<file path="src/rtl/tpg_multimode.sv">
`default_nettype none
// ============================================================================
// Module   : tpg_multimode
// Brief    : Multi-mode LBIST test pattern generator (LFSR, counter,
//            walking-one) with a pattern budget and valid/ready handshake.
//            Optional macro TPG_RESEED_EN adds a run-time seed register
//            (ports seed_in / seed_load).
// Revision : 1.0 - initial release
// ============================================================================
module tpg_multimode #(
    parameter int              BITS     = 4,
    parameter int              PATTERNS = 15,
    parameter logic [BITS-1:0] POLY     = BITS'(4'b1100),
    parameter logic [BITS-1:0] SEED     = BITS'(4'b0001),
    parameter int              CNT_W    = (PATTERNS < 1) ? 1 : $clog2(PATTERNS + 1)
) (
    input  logic             clk,
    input  logic             rst,
    input  logic             start,
    input  logic [1:0]       mode,
    input  logic             ready,
`ifdef TPG_RESEED_EN
    input  logic [BITS-1:0]  seed_in,
    input  logic             seed_load,
`endif
    output logic [BITS-1:0]  TEST_PATTERN,
    output logic             PATTERN_VALID,
    output logic [CNT_W-1:0] PATTERN_IDX,
    output logic             BUSY,
    output logic             END
);

    localparam logic [1:0] c_st_idle = 2'd0;
    localparam logic [1:0] c_st_run  = 2'd1;
    localparam logic [1:0] c_st_done = 2'd2;

    localparam logic [1:0] c_mode_cnt  = 2'b01;
    localparam logic [1:0] c_mode_walk = 2'b10;

    localparam logic [BITS-1:0]  c_one      = BITS'(1);
    localparam logic [CNT_W-1:0] c_last_idx = (PATTERNS == 0) ? '0 : CNT_W'(PATTERNS - 1);

    logic [1:0]       r_state;
    logic [1:0]       r_mode;
    logic [BITS-1:0]  r_pat;
    logic             r_valid;
    logic [CNT_W-1:0] r_idx;
    logic             r_end;

    logic [BITS-1:0]  w_seed;
    logic [BITS-1:0]  w_init;
    logic [BITS-1:0]  w_next;
    logic             w_accept;
    logic             w_last;

    // An all-zero value would lock up the LFSR / walking-one, so map it to 1.
    function automatic logic [BITS-1:0] f_nonzero(input logic [BITS-1:0] x);
        return (x == '0) ? c_one : x;
    endfunction

    // Isolate the lowest set bit (two's-complement trick).
    function automatic logic [BITS-1:0] f_low_bit(input logic [BITS-1:0] x);
        return x & (~x + c_one);
    endfunction

`ifdef TPG_RESEED_EN
    logic [BITS-1:0] r_seed;

    // Seed register is writable only between runs.
    always_ff @(posedge clk) begin
        if (rst) begin
            r_seed <= SEED;
        end else if (seed_load && (r_state != c_st_run)) begin
            r_seed <= seed_in;
        end
    end

    assign w_seed = r_seed;
`else
    assign w_seed = SEED;
`endif

    assign w_accept = r_valid & ready;
    assign w_last   = (r_idx == c_last_idx);

    // First pattern of a run, chosen by the mode presented with start.
    always_comb begin
        w_init = f_nonzero(w_seed);
        case (mode)
            c_mode_cnt:  w_init = '0;
            c_mode_walk: w_init = f_low_bit(f_nonzero(w_seed));
            default:     w_init = f_nonzero(w_seed);
        endcase
    end

    // Successor of the current pattern under the latched mode.
    always_comb begin
        w_next = {r_pat[BITS-2:0], ^(r_pat & POLY)};
        case (r_mode)
            c_mode_cnt:  w_next = r_pat + c_one;
            c_mode_walk: w_next = {r_pat[BITS-2:0], r_pat[BITS-1]};
            default:     w_next = {r_pat[BITS-2:0], ^(r_pat & POLY)};
        endcase
`ifdef TPG_RESEED_EN
        if (seed_load) begin
            w_next = (r_mode == c_mode_cnt) ? seed_in : f_nonzero(seed_in);
        end
`endif
    end

    // Run control: IDLE/DONE wait for start, RUN issues one pattern per accept.
    always_ff @(posedge clk) begin
        if (rst) begin
            r_state <= c_st_idle;
            r_mode  <= '0;
            r_pat   <= '0;
            r_valid <= 1'b0;
            r_idx   <= '0;
            r_end   <= 1'b0;
        end else begin
            case (r_state)
                c_st_idle, c_st_done: begin
                    if (start) begin
                        r_mode <= mode;
                        if (PATTERNS == 0) begin
                            // Zero budget: from IDLE finish at once; a restart
                            // from DONE drops END for one cycle, then re-asserts.
                            r_state <= c_st_done;
                            r_end   <= (r_state == c_st_idle);
                        end else begin
                            r_state <= c_st_run;
                            r_pat   <= w_init;
                            r_valid <= 1'b1;
                            r_idx   <= '0;
                            r_end   <= 1'b0;
                        end
                    end else if (r_state == c_st_done) begin
                        r_end <= 1'b1;
                    end
                end
                c_st_run: begin
                    if (w_accept) begin
                        if (w_last) begin
                            r_state <= c_st_done;
                            r_valid <= 1'b0;
                            r_end   <= 1'b1;
                        end else begin
                            r_pat <= w_next;
                            r_idx <= r_idx + CNT_W'(1);
                        end
                    end
                end
                default: begin
                    r_state <= c_st_idle;
                    r_valid <= 1'b0;
                end
            endcase
        end
    end

    assign TEST_PATTERN  = r_pat;
    assign PATTERN_VALID = r_valid;
    assign PATTERN_IDX   = r_idx;
    assign BUSY          = (r_state == c_st_run);
    assign END           = r_end;

endmodule
`default_nettype wire

</file>
<file path="config.mk">
export PLATFORM = sky130hd
export DESIGN_NAME = tpg_multimode
export DESIGN_NICKNAME = d
export VERILOG_FILES = /design/src/rtl/tpg_multimode.sv
export SDC_FILE = /design/constraint.sdc
export NUM_CORES = 1
export LEC_CHECK = 0
export ABC_AREA = 1
export BUFFER_PORTS_ARGS = -buffer_cell sky130_fd_sc_hd__buf_2
export CORE_MARGIN = 5
export CORE_UTILIZATION = 56
export CTS_BUF_LIST = sky130_fd_sc_hd__clkbuf_4 sky130_fd_sc_hd__clkbuf_8
export CTS_CLUSTER_DIAMETER = 80
export CTS_CLUSTER_SIZE = 30
export DETAILED_ROUTE_END_ITERATION = 8
export HOLD_SLACK_MARGIN = 0.06
export PLACE_DENSITY = 0.87
export SYNTH_ARGS = -nofsm -noshare
export SYNTH_HDL_FRONTEND = slang
export SYNTH_SLANG_ARGS = --single-unit
</file>
<file path="constraint.sdc">
create_clock -name clk -period 3.8 [get_ports clk]
set_input_delay 0.76 -clock clk [delete_from_list [all_inputs] [get_ports clk]]
set_output_delay 0.76 -clock clk [all_outputs]
set_load 0.01 [all_outputs]
</file>
Word level (Yosys, flattened, before mapping)
Cells that the tools add are included.
W data, S select, Z words.
{"block": "word_totals", "register_bits": 14, "inputBits": 6, "out_inout_bits": 11, "word_cells": 51}
{"block": "op_classes", "n_addsub": 2, "eq_ne": 11, "mux": 23, "bitwise": 1, "reduce_logical": 8}
{"operator": "$mux W4", "n": 6}
{"operator": "$pmux W4 S2", "n": 3}
{"operator": "$add A4 B1 Y4 const B", "n": 2}
{"operator": "$mux W1", "n": 8}
{"operator": "$reduce_and A4 Y1", "n": 2}
{"operator": "$eq A2 B1 Y1 const B", "n": 3}
{"operator": "$mux W2", "n": 3}
{"operator": "$eq A2 B2 Y1 const B", "n": 2}
{"operator": "$eq A4 B4 Y1 const B", "n": 1}
{"operator": "$ne A2 B1 Y1 const B", "n": 2}
{"operator": "$ne A2 B2 Y1 const B", "n": 2}
{"operator": "$pmux W1 S2", "n": 2}
{"operator": "$pmux W2 S2", "n": 1}
{"operator": "$reduce_xor A4 Y1", "n": 1}
{"operator": "$ne A3 B3 Y1 const B", "n": 1}
{"operator": "$reduce_and A3 Y1", "n": 1}
{"operator": "$logic_not A2 Y1", "n": 1}
{"operator": "$reduce_and A2 Y1", "n": 1}
{"operator": "$reduce_bool A2 Y1", "n": 1}
{"operator": "$reduce_or A2 Y1", "n": 1}
{"operator": "$and A1 B1 Y1", "n": 1}

Logic depth before layout (Yosys ltp)
Gate-level depths: netlist of run 1.
{"block": "logic_depth", "ltp_word": 5, "mapped_depth": 8, "depth_no_buf": 8}

Worst setup path before layout of run 1
Ideal clock, no wire load.
{"block": "synth_path", "path_kind": "input to register", "start": "in ready", "end": "reg r_pat[1], in the netlist TEST_PATTERN[1]", "setup_ps": 126, "arrival_time_ps": 1286, "required_ps": 3674, "path_slack_ps": 2388, "stages": 7, "n_path_buf": 0, "path_cell_list": "nand2_1 -> nand2_4 -> nand2_4 -> nor2_4 -> nand2_1 -> o21ai_1 -> nor2_1"}
{"block": "synth_between", "elab_chain_cells": 3}
{"item": "from (decl)", "line": "21", "source": "input logic ready,"}
{"item": "$and A1 B1 Y1", "line": "83", "source": "assign w_accept = r_valid & ready;"}
{"item": "$ne A2 B1 Y1 (no source line)"}
{"item": "$reduce_and A4 Y1 (no source line)"}
{"item": "to (signal assigned)", "line": "132", "source": "r_pat <= w_init;"}
{"item": "to (signal assigned)", "line": "148", "source": "r_pat <= w_next;"}
{"item": "to (decl)", "line": "45", "source": "logic [BITS-1:0] r_pat;"}
No other way between the ends.
A chain may end at the register's enable or synchronous reset.

Worst setup path in the final report of run 1
{"block": "layout_path", "start": "reg r_state[0]", "end": "out BUSY"}
{"block": "layout_between", "elab_chain_cells": 1}
{"item": "from (decl)", "line": "43", "source": "logic [1:0] r_state;"}
{"item": "from (signal assigned)", "line": "114", "source": "r_state <= c_st_idle;"}
{"item": "from (signal assigned)", "line": "128", "source": "r_state <= c_st_done;"}
{"item": "from (signal assigned)", "line": "131", "source": "r_state <= c_st_run;"}
{"item": "$eq A2 B1 Y1", "line": "164", "source": "assign BUSY = (r_state == c_st_run);"}
{"item": "to (decl)", "line": "29", "source": "output logic BUSY,"}
No other way between the ends.

==> results.env, run 1 <==
PATH_BUF_INV=2
INTERNAL_POWER_mW=0.263
NUM_ANTENNA_CELLS=0
FIRST_ITER_VIOLATIONS=20
REMAINING_DRC_ERRORS=0
DIE_AREA_MM2=0.00237
COMBPWRFRAC_PCT=28.7
POST_CTS.REPAIR.SETUP_BUFFERS=0
GLOBAL_ROUTE.USAGE.TOTAL_PCT=16.2
FINAL_HOLD_VIOL_COUNT=0
CTS_TREE='yes'
FIRST_GLOBAL_VIAS=746
WORST-ENDPOINT-ARRIVAL_NS=1.06
PIN_COUNT_OF_THE_BIGGEST_NET_ENTERING_GLOBAL_ROUTING=10
TOP_LEVEL_PORTS=17
RUN_STATUS='completed'
INITIAL_ANTENNA_VIOLATION_COUNT=0
VDD.IR_DROP.WORST_uV=286
CTS_NUM_SINKS=14
PWR-SHARE-CLK_PCT=27.0
CTS_HOLD_BUFFERS=0
DRV_CAP=0
MAX-SLEW-MARGIN-REL_PCT=83.1
TIMING.CRITICAL_PATH.SLOWEST_STAGE_CELL='dfxtp_1'
TOTAL_LEAKAGE_POWER_nW=0.466
DIE_HEIGHT_UM=48.7
SYN-INSTANCE-COUNT=120
POWER.SWITCHING_FRACTION_PCT=34.7
HOLD_CLASS='reg -> reg'
CRITPATHTOPFAMILY='flip-flops'
WORSTSETUPENDPOINTTYPE='primary output'
DISTINCT_CELLS_SYNTH=23
CTS-ROOT-BUF='clkbuf_4'
P_SWITCHING_mW=0.140
FINISH.UTILIZATION_PCT=66.4
FINAL_CRITICAL_PATH_SHARE_OF_THE_CLOCK_PERIOD_PCT=47.8
CLOCKBUFFERDEPTH=2
GLOBAL_ROUTE.OVERFLOW_TOTAL=0
TIMING.CRITICAL_PATH.FANOUT_MAX=6
ROWS=14
DPL.HPWL_UM=1340
YOSYS_WARNINGS=0
POWER.DENSITY_CELL_AREA_mW_PER_MM2=417
SHORTEST_CLOCK_PERIOD_THE_WORST_PATH_ALLOWS_AFTER_LAYOUT_NS=1.82
CTS_MADE_BUFFERS=3
GLOBAL_ROUTE_WIRE_LENGTH_BEFORE_REPAIR_UM=3080
CRITPATHMAXSTAGEDELAY_NS=0.38
STARTPOINT_TYPE='flop'
SYNTHARSTFLOPSHARE_PCT=0
ROUTED_WIRE_LENGTH_PER_INSTANCE_UM=11.5
DRT_PRE_ANTENNA_ITERS=4
SEQUENTIALPOWERSHARE_PCT=44.3
IO_BUFFERS=16
CTS_MAX_LEVEL=1
YS.FLOP_TYPE='dfxtp_1'
TNS_NS=0
CORE_REGION_AREA_MM2=0.00145
DR_TOTAL_VIAS=808
SYN-CELL-AREA_UM2=838
POST_CTS_RESIZED=0
FRACTION_OF_LAYOUT_CELLS_WITH_A_SIZE_SUFFIX_ABOVE_1_PCT=21.7
SYNTH_SEQUENTIAL_AREA_RATIO_PCT=33.4
FMAX_MHz=550
DIE-WIDTH_UM=48.7
CRIT_TYPE='reg -> out'
FINAL_COUNT_OF_PINS_VIOLATING_MAX_SLEW=0
CTS.REPORTEDPATHS.CLKPINSLEW_NS=0.08
TIMING.CRITICAL_PATH.CELLS='inv_2, nor2_8, buf_2'
START_UTIL_PCT=57.7
SKEW_NS=0.000655
AREA_GROWTH_SYN_TO_LAYOUT_PCT=15.2
SYNTH.NET_COUNT=131
CP_DATA_REQUIRED_TIME_NS=3.04
YOSYS_REGISTER_BITS=14
POSTSYNTHAREAPERCELL_UM2=6.99
DETAIL_ROUTE.VIAS_PER_CELL=5.25
SYNTH-EDFF-COUNT=0
TIMING.FINAL.SETUP_VIOLATIONS=0
AGGREGATE_ROUTED_WIRE_LENGTH_UM=1770
RSZ_0062_RAISED_AFTER_GLOBAL_ROUTING='no'
CLK-INSERTION-DELAY-LATE_NS=0.29
ANTENNA_LEFT=0
FINAL_NET_COUNT=150
GPL.FINAL_WEIGHTED_CONGESTION=0.868
WORSTMARGINPINSLEW_NS=0.253
[final timing paths]
check | start | end | slack [ns] | cells after the start
worst min register to register | END | END | 0.46 | 2
worst max register to register | r_mode[0] | TEST_PATTERN[3] | 2.44 | 8
worst min-delay path | END | END | 0.46 | 2
worst max-delay path | r_state[0] | BUSY | 1.98 | 3
[area by class of cell]
class / instances / area (um^2)
Fill cell: 139 / 488
Clock buffer: 4 / 36.3
Tap cell: 16 / 20.0
Sequential cell: 14 / 280
Inverter: 18 / 67.6
Multi-Input combinational cell: 86 / 482
Timing Repair Buffer: 16 / 80.1
[layer usage]
layer,part of all wire [%],global-route usage [%]
met5,0,0
met4,2.6,8.07
met3,6.5,5.52
met2,47,26.3
met1,44,18.6
[layout by cell type, fill, tap and decap left out]
master / n
inv_1: 15
o21ai_1: 2
clkbuf_4: 3
nand2_2: 1
xor2_1: 1
a21oi_1: 12
buf_2: 16
nor2_8: 1
nor2_1: 8
nand3b_1: 1
xnor2_1: 1
ha_1: 5
nand3_1: 10
clkbuf_8: 1
nor2_4: 1
nand4_1: 1
dfxtp_1: 14
nand2_1: 28
a211oi_1: 1
a21o_1: 1
o21ai_0: 8
inv_2: 3
nand2_4: 3
or2_2: 1
[worst reg2reg max path, stage by stage, from the launching register on]
cell and delay, ns:
dfxtp_1 0.34, inv_1 0.06, ha_1 0.34, inv_1 0.11
nand2_1 0.07, nand3b_1 0.15, nand2_1 0.07, nand2_1 0.05
a21oi_1 0.12
[through the flow]
stage / power [mW] / instance area, um^2 / cells / hold slack (ns) / worst slack (ns)
after detailed placement: 0.297 / 930 / 150 / 0.445 / 2.24
after global placement: 0.294 / 930 / 150 / 0.446 / 2.28
after global routing: 0.434 / 966 / 154 / 0.484 / 1.90
after floorplan: 0.266 / 838 / 120 / 0.454 / 2.39
after CTS: 0.405 / 966 / 154 / 0.460 / 1.97
final: 0.402 / 966 / 154 / 0.460 / 1.98
[cells in the mapped netlist (2+ instances only)]
cell	number	area (um^2)
nor2_1	8	30.0
nand3_1	10	50.1
o21ai_1	2	10.0
o21ai_0	8	40.0
nand2_1	28	105
ha_1	5	62.6
a21oi_1	12	60.1
dfxtp_1	14	280
inv_2	3	11.3
nand2_4	3	33.8
inv_1	15	56.3
[logic make-up after synthesis]
| kind of cell | after synthesis | synth area share, % |
|---|---|---|
| AND/OR/NAND/NOR | 55 | 33.0 |
| AO/OA/AOI/OAI | 24 | 14.9 |
| buffers and inverters | 20 | 9.10 |
| XOR/XNOR | 2 | 2.09 |
| flip-flops | 14 | 33.4 |
| adder cells (fa/ha/maj) | 5 | 7.46 |
[flip-flops by register name, summed over array words and instances (netlist names)]
signal / flops
r_mode: 2
TEST_PATTERN: 4
END: 1
r_state: 2
PATTERN_VALID: 1
PATTERN_IDX: 4
[power groups by stage]
stage          sequential (mW)  combinational, mW  clock, mW
2_1_floorplan            0.183             0.0822          0
3_3_place_gp             0.181              0.113          0
3_5_place_dp             0.182              0.116          0
4_1_cts                  0.178              0.116      0.111
5_1_grt                  0.182              0.132      0.120
6_report                 0.178              0.115      0.109
Note: power is estimated with default switching activity, not from simulation.
==> inputs of run 2 (changes only) <==
--- a/config.mk
+++ b/config.mk
@@ -8,13 +8,13 @@
 export ABC_AREA = 1
 export BUFFER_PORTS_ARGS = -buffer_cell sky130_fd_sc_hd__buf_2
 export CORE_MARGIN = 5
-export CORE_UTILIZATION = 56
+export CORE_UTILIZATION = 55
 export CTS_BUF_LIST = sky130_fd_sc_hd__clkbuf_4 sky130_fd_sc_hd__clkbuf_8
 export CTS_CLUSTER_DIAMETER = 80
 export CTS_CLUSTER_SIZE = 30
 export DETAILED_ROUTE_END_ITERATION = 8
 export HOLD_SLACK_MARGIN = 0.06
-export PLACE_DENSITY = 0.87
+export PLACE_DENSITY = 0.86
 export SYNTH_ARGS = -nofsm -noshare
 export SYNTH_HDL_FRONTEND = slang
 export SYNTH_SLANG_ARGS = --single-unit
==> constraint.sdc (replaced) <==
create_clock -name clk -period 1.7 [get_ports clk]
set_input_delay 0.34 -clock clk [delete_from_list [all_inputs] [get_ports clk]]
set_output_delay 0.34 -clock clk [all_outputs]
set_load 0.01 [all_outputs]
==> results.env, run 2 (same netlist as run 1, synthesis figures left out) <==
CTS_NUM_SINKS=14
DIE_HEIGHT_UM=49.0
TIMING.CRITICAL_PATH.CELLS='inv_2, nor2_8, buf_2'
CTS_TREE='yes'
CLK-INSERTION-DELAY-LATE_NS=0.28
WORST-R2R-CELL-COUNT=8
TIMING.FINAL.SETUP_VIOLATIONS=0
STARTPOINT_TYPE='flop'
RUN_STATUS='completed'
GPL.FINAL_WEIGHTED_CONGESTION=0.914
TOTAL_LEAKAGE_POWER_nW=0.466
ANTENNA_LEFT=0
POST_CTS.REPAIR.SETUP_BUFFERS=0
INITIAL_ANTENNA_VIOLATION_COUNT=0
PIN_COUNT_OF_THE_BIGGEST_NET_ENTERING_GLOBAL_ROUTING=10
PLACEMENT.SETUP.WORST_SLACK_NS=0.320
FINAL_COUNT_OF_PINS_VIOLATING_MAX_SLEW=0
POWER.DENSITY_CELL_AREA_mW_PER_MM2=938
GLOBAL_ROUTE.OVERFLOW_TOTAL=0
LAYOUT.FILLER_CELLS=144
LAYOUT_COMMON_CELLS='nand2_1, buf_2, inv_1'
AREA_USED_BY_MULTI_INPUT_COMBINATIONAL_LOGIC_UM2=482
FIN_HOLD_WS_NS=0.236
GLOBAL_ROUTE.USAGE.TOTAL_PCT=16.2
AREA_GROWTH_SYN_TO_LAYOUT_PCT=15.2
FIRST_ITER_VIOLATIONS=19
WORST-ENDPOINT-ARRIVAL_NS=1.10
PLACED_CELL_AREA_UM2=930
RSZ_0062_RAISED_AFTER_GLOBAL_ROUTING='no'
DIE_AREA_MM2=0.00240
CP_DATA_REQUIRED_TIME_NS=1.36
AGGREGATE_ROUTED_WIRE_LENGTH_UM=1780
AREA.SEQUENTIAL_UM2=280
FINISH.UTILIZATION_PCT=65.6
CRIT_TYPE='reg -> out'
CTS_MADE_BUFFERS=3
SKEW_NS=0.00207
NUM_ANTENNA_CELLS=0
FMAX_MHz=696
CTS.REPORTEDPATHS.CLKPINSLEW_NS=0.09
SHORTEST_CLOCK_PERIOD_THE_WORST_PATH_ALLOWS_AFTER_LAYOUT_NS=1.44
TOP_LEVEL_PORTS=17
FIN_AREA_UM2=966
TNS_NS=0
DR_TOTAL_VIAS=807
CTS_HOLD_BUFFERS=0
DETAIL_ROUTE.VIAS_PER_CELL=5.24
DIE-WIDTH_UM=49.0
FINAL_NET_COUNT=150
VDD.IR_DROP.WORST_uV=578
DRT_PRE_ANTENNA_ITERS=4
FRACTION_OF_LAYOUT_CELLS_WITH_A_SIZE_SUFFIX_ABOVE_1_PCT=21.7
CORE_REGION_AREA_MM2=0.00147
WORST_SLACK_NS=0.262
CLOCKBUFFERDEPTH=2
ROUTED_WIRE_LENGTH_PER_INSTANCE_UM=11.6
TIMING.CRITICAL_PATH.FANOUT_MAX=6
DRV_CAP=0
CRITPATHMAXSTAGEDELAY_NS=0.41
IO_BUFFERS=16
WORSTMARGINPINSLEW_NS=0.267
WORSTSETUPENDPOINTTYPE='primary output'
HOLD_CLASS='in -> reg'
REMAINING_DRC_ERRORS=0
START_UTIL_PCT=57.0
MOSTFREQUENTLAYOUTCELL='nand2_1'
GLOBAL_ROUTE_WIRE_LENGTH_BEFORE_REPAIR_UM=3140
ROWS=14
CTS_MAX_LEVEL=1
TIMING.CRITICAL_PATH.SLOWEST_STAGE_CELL='dfxtp_1'
POST_CTS_RESIZED=0
CTS-ROOT-BUF='clkbuf_4'
FINAL_HOLD_VIOL_COUNT=0
FIRST_GLOBAL_VIAS=742
HOLD_PATH_DEPTH=2
FINAL_CRITICAL_PATH_SHARE_OF_THE_CLOCK_PERIOD_PCT=84.6
MAX-SLEW-MARGIN-REL_PCT=82.2
DPL.HPWL_UM=1390
==> run 2: routing by layer <==
layer  up-vias  GRT usage [%]  wire length (um)
met5         -              0                 0
met4         0           6.28                34
met3         4           5.20               131
met2        27           27.4               860
met1       354           18.6               757
li1        422              -                 -
==> run 2: final cells by class <==
cell class	instances	area share (%)
inverters	18	6.99
flip-flops and latches	14	29.0
multi-input cells	86	49.9
well taps	16	2.07
clock buffers	4	3.76
repair buffers	16	8.29
==> run 2: worst paths after layout <==
kind	startpoint	endpoint	slack, ns
min	start	r_state[1]	0.24
min reg2reg	END	END	0.45
max	r_state[0]	BUSY	0.26
max reg2reg	r_mode[0]	TEST_PATTERN[3]	0.30
==> run 2: where the power goes <==
group / switching, mW / leakage (nW) / total (mW) / internal [mW]
sequential: 0.0386 / 0.115 / 0.400 / 0.361
clock: 0.113 / 0.0210 / 0.244 / 0.130
combinational: 0.165 / 0.330 / 0.262 / 0.0969
total: 0.317 / 0.466 / 0.906 / 0.588
==> run 2: critical path: cells and delay by family (launching register included) <==
family / cells / cell delay (ns)
buf+inv: 2 / 0.26
flops: 1 / 0.41
simple gates: 1 / 0.15
==> run 2: metrics by stage <==
step           std cells  total power [mW]
3_3_place_gp         150             0.658
5_1_grt              154             0.969
6_report             154             0.906
4_1_cts              154             0.909
2_1_floorplan        120             0.594
3_5_place_dp         150             0.670
==> inputs of run 3 (changes only) <==
--- a/config.mk
+++ b/config.mk
@@ -8,13 +8,13 @@
 export ABC_AREA = 1
 export BUFFER_PORTS_ARGS = -buffer_cell sky130_fd_sc_hd__buf_2
 export CORE_MARGIN = 5
-export CORE_UTILIZATION = 55
+export CORE_UTILIZATION = 50
 export CTS_BUF_LIST = sky130_fd_sc_hd__clkbuf_4 sky130_fd_sc_hd__clkbuf_8
 export CTS_CLUSTER_DIAMETER = 80
 export CTS_CLUSTER_SIZE = 30
 export DETAILED_ROUTE_END_ITERATION = 8
 export HOLD_SLACK_MARGIN = 0.06
-export PLACE_DENSITY = 0.86
+export PLACE_DENSITY = 0.83
 export SYNTH_ARGS = -nofsm -noshare
 export SYNTH_HDL_FRONTEND = slang
 export SYNTH_SLANG_ARGS = --single-unit
==> constraint.sdc (replaced) <==
create_clock -name clk -period 1.2 [get_ports clk]
set_input_delay 0.24 -clock clk [delete_from_list [all_inputs] [get_ports clk]]
set_output_delay 0.24 -clock clk [all_outputs]
set_load 0.01 [all_outputs]
==> results.env, run 3 (same netlist as run 1, synthesis figures left out) <==
TOTAL_LEAKAGE_POWER_nW=0.544
SKEW_NS=0.00553
INITIAL_ANTENNA_VIOLATION_COUNT=0
PLACEMENT.SETUP.WORST_SLACK_NS=-0.0650
CRITPATHMAXSTAGEDELAY_NS=0.38
FMAX_MHz=768
FIRST_ITER_VIOLATIONS=23
TNS_NS=-0.167
NUM_ANTENNA_CELLS=0
WORSTSETUPSTARTPOINT='PATTERN_IDX[0]'
DIE-WIDTH_UM=50.9
WORSTMARGINPINSLEW_NS=0.231
HOLD_START='start'
ROWS=14
DIE_AREA_MM2=0.00260
MAX-SLEW-MARGIN-REL_PCT=84.6
POWER.DENSITY_CELL_AREA_mW_PER_MM2=1240
FRACTION_OF_LAYOUT_CELLS_WITH_A_SIZE_SUFFIX_ABOVE_1_PCT=46.4
STARTPOINT_TYPE='flop'
MOSTFREQUENTLAYOUTCELL='nand2_1'
REMAINING_DRC_ERRORS=0
DRV_CAP=0
RUN_STATUS='complete, but fails checks'
TIMING.CRITICAL_PATH.SLOWEST_STAGE_CELL='dfxtp_4'
DR_TOTAL_VIAS=902
GPL.FINAL_WEIGHTED_CONGESTION=0.877
CP_DATA_REQUIRED_TIME_NS=1.36
VDD.IR_DROP.WORST_uV=910
CLK-INSERTION-DELAY-LATE_NS=0.28
DETAIL_ROUTE.VIAS_PER_CELL=5.40
ROUTED_WIRE_LENGTH_PER_INSTANCE_UM=14.0
SHORTEST_CLOCK_PERIOD_THE_WORST_PATH_ALLOWS_AFTER_LAYOUT_NS=1.30
AGGREGATE_ROUTED_WIRE_LENGTH_UM=2340
GLOBAL_ROUTE_WIRE_LENGTH_BEFORE_REPAIR_UM=3380
VIOLATIONS='negative setup slack'
FINAL_NET_COUNT=163
WORST_SLACK_NS=-0.103
FIRST_GLOBAL_VIAS=762
HOLD_CLASS='in -> reg'
GLOBAL_ROUTE.USAGE.TOTAL_PCT=16.6
IO_BUFFERS=16
PIN_COUNT_OF_THE_BIGGEST_NET_ENTERING_GLOBAL_ROUTING=10
CORE_REGION_AREA_MM2=0.00154
R2R-START='PATTERN_IDX[0]'
START_UTIL_PCT=54.4
TIMING.FINAL.SETUP_VIOLATIONS=8
REPORT.POWER.TOTAL_mW=1.52
CTS_HOLD_BUFFERS=0
DIE_HEIGHT_UM=50.9
LAYOUT_COMMON_CELLS='nand2_1, buf_2, inv_1'
DRT_PRE_ANTENNA_ITERS=4
DPL.HPWL_UM=1460
CTS_TREE='yes'
AREA_GROWTH_SYN_TO_LAYOUT_PCT=45.5
CTS_NUM_SINKS=14
FINAL_HOLD_VIOL_COUNT=0
WORST-ENDPOINT-ARRIVAL_NS=1.47
FINAL_CRITICAL_PATH_SHARE_OF_THE_CLOCK_PERIOD_PCT=109
ANTENNA_LEFT=0
CLOCKBUFFERDEPTH=2
FINAL_COUNT_OF_PINS_VIOLATING_MAX_SLEW=0
CTS_MADE_BUFFERS=3
CTS.REPORTEDPATHS.CLKPINSLEW_NS=0.08
CTS-ROOT-BUF='clkbuf_4'
TOP_LEVEL_PORTS=17
WORSTSETUPENDPOINTTYPE='flop'
TIMING.CRITICAL_PATH.CELLS='inv_4, ha_4, nand3_4, a21oi_4, nor2_4, nand2_1, o21ai_1, nor2_1'
CRIT_TYPE='reg -> reg'
RSZ_0062_RAISED_AFTER_GLOBAL_ROUTING='yes'
CTS_MAX_LEVEL=1
GLOBAL_ROUTE.OVERFLOW_TOTAL=0
TIMING.CRITICAL_PATH.FANOUT_MAX=7
run 3: cell count changes in the layout (fill, tap and decap cells not counted), sizes merged:
| cell | previous run | this run |
|---|---|---|
| buf | 16 | 29 |
run 3: cell type report:
type	count	area, um^2
Inverter	18	75.1
Fill cell	101	322
Multi-Input combinational cell	86	606
Sequential cell	14	295
Timing Repair Buffer	29	194
Tap cell	16	20.0
Clock buffer	4	30.0
run 3: critical path: cells and delay by family, from the launching register on:
family	cells	cell delay, ns
buffers and inverters	1	0.04
flip-flops	1	0.38
AND/OR/NAND/NOR	4	0.45
AO/OA/AOI/OAI	2	0.15
adder cells (fa/ha/maj)	1	0.16
run 3: through the flow:
stage / hold slack (ns) / std cells / util, % / area [um^2]
2_1_floorplan: 0.334 / 120 / - / 867
3_3_place_gp: 0.434 / 157 / 65.6 / 1010
3_5_place_dp: 0.442 / 157 / 65.6 / 1010
4_1_cts: 0.142 / 165 / 72.9 / 1120
5_1_grt: 0.147 / 167 / 79.1 / 1220
6_report: 0.136 / 167 / 79.1 / 1220
run 3: power breakdown:
group / internal, mW / switching [mW]
registers: 0.520 / 0.0539
clock network: 0.152 / 0.150
logic: 0.286 / 0.355
run 3: routing by layer:
metal  vias up  part of all wire [%]  global-route usage, %  wire length, um
met4         0                  0.73                   4.68               17
met1       422                    43                   21.2             1010
met2        29                    51                   27.5             1190
li1        448                     -                      -                -
met3         3                   5.3                   4.36              125
met5         -                     0                      0                0
run 3: timing repair:
| action | in CTS | in global routing |
|---|---|---|
| pin swaps | 7 | 10 |
| setup endpoints to repair | 10 | 14 |
| resized for setup | 13 | 24 |
| endpoints found under the hold margin | 0 | 0 |
| buffers inserted | 4 | 2 |
run 3: worst paths after layout:
check / to / slack (ns) / cells after the start
max: TEST_PATTERN[1] / -0.10 / 8
min: r_state[1] / 0.14 / 2
max reg2reg: TEST_PATTERN[1] / -0.10 / 8
min reg2reg: END / 0.45 / 2
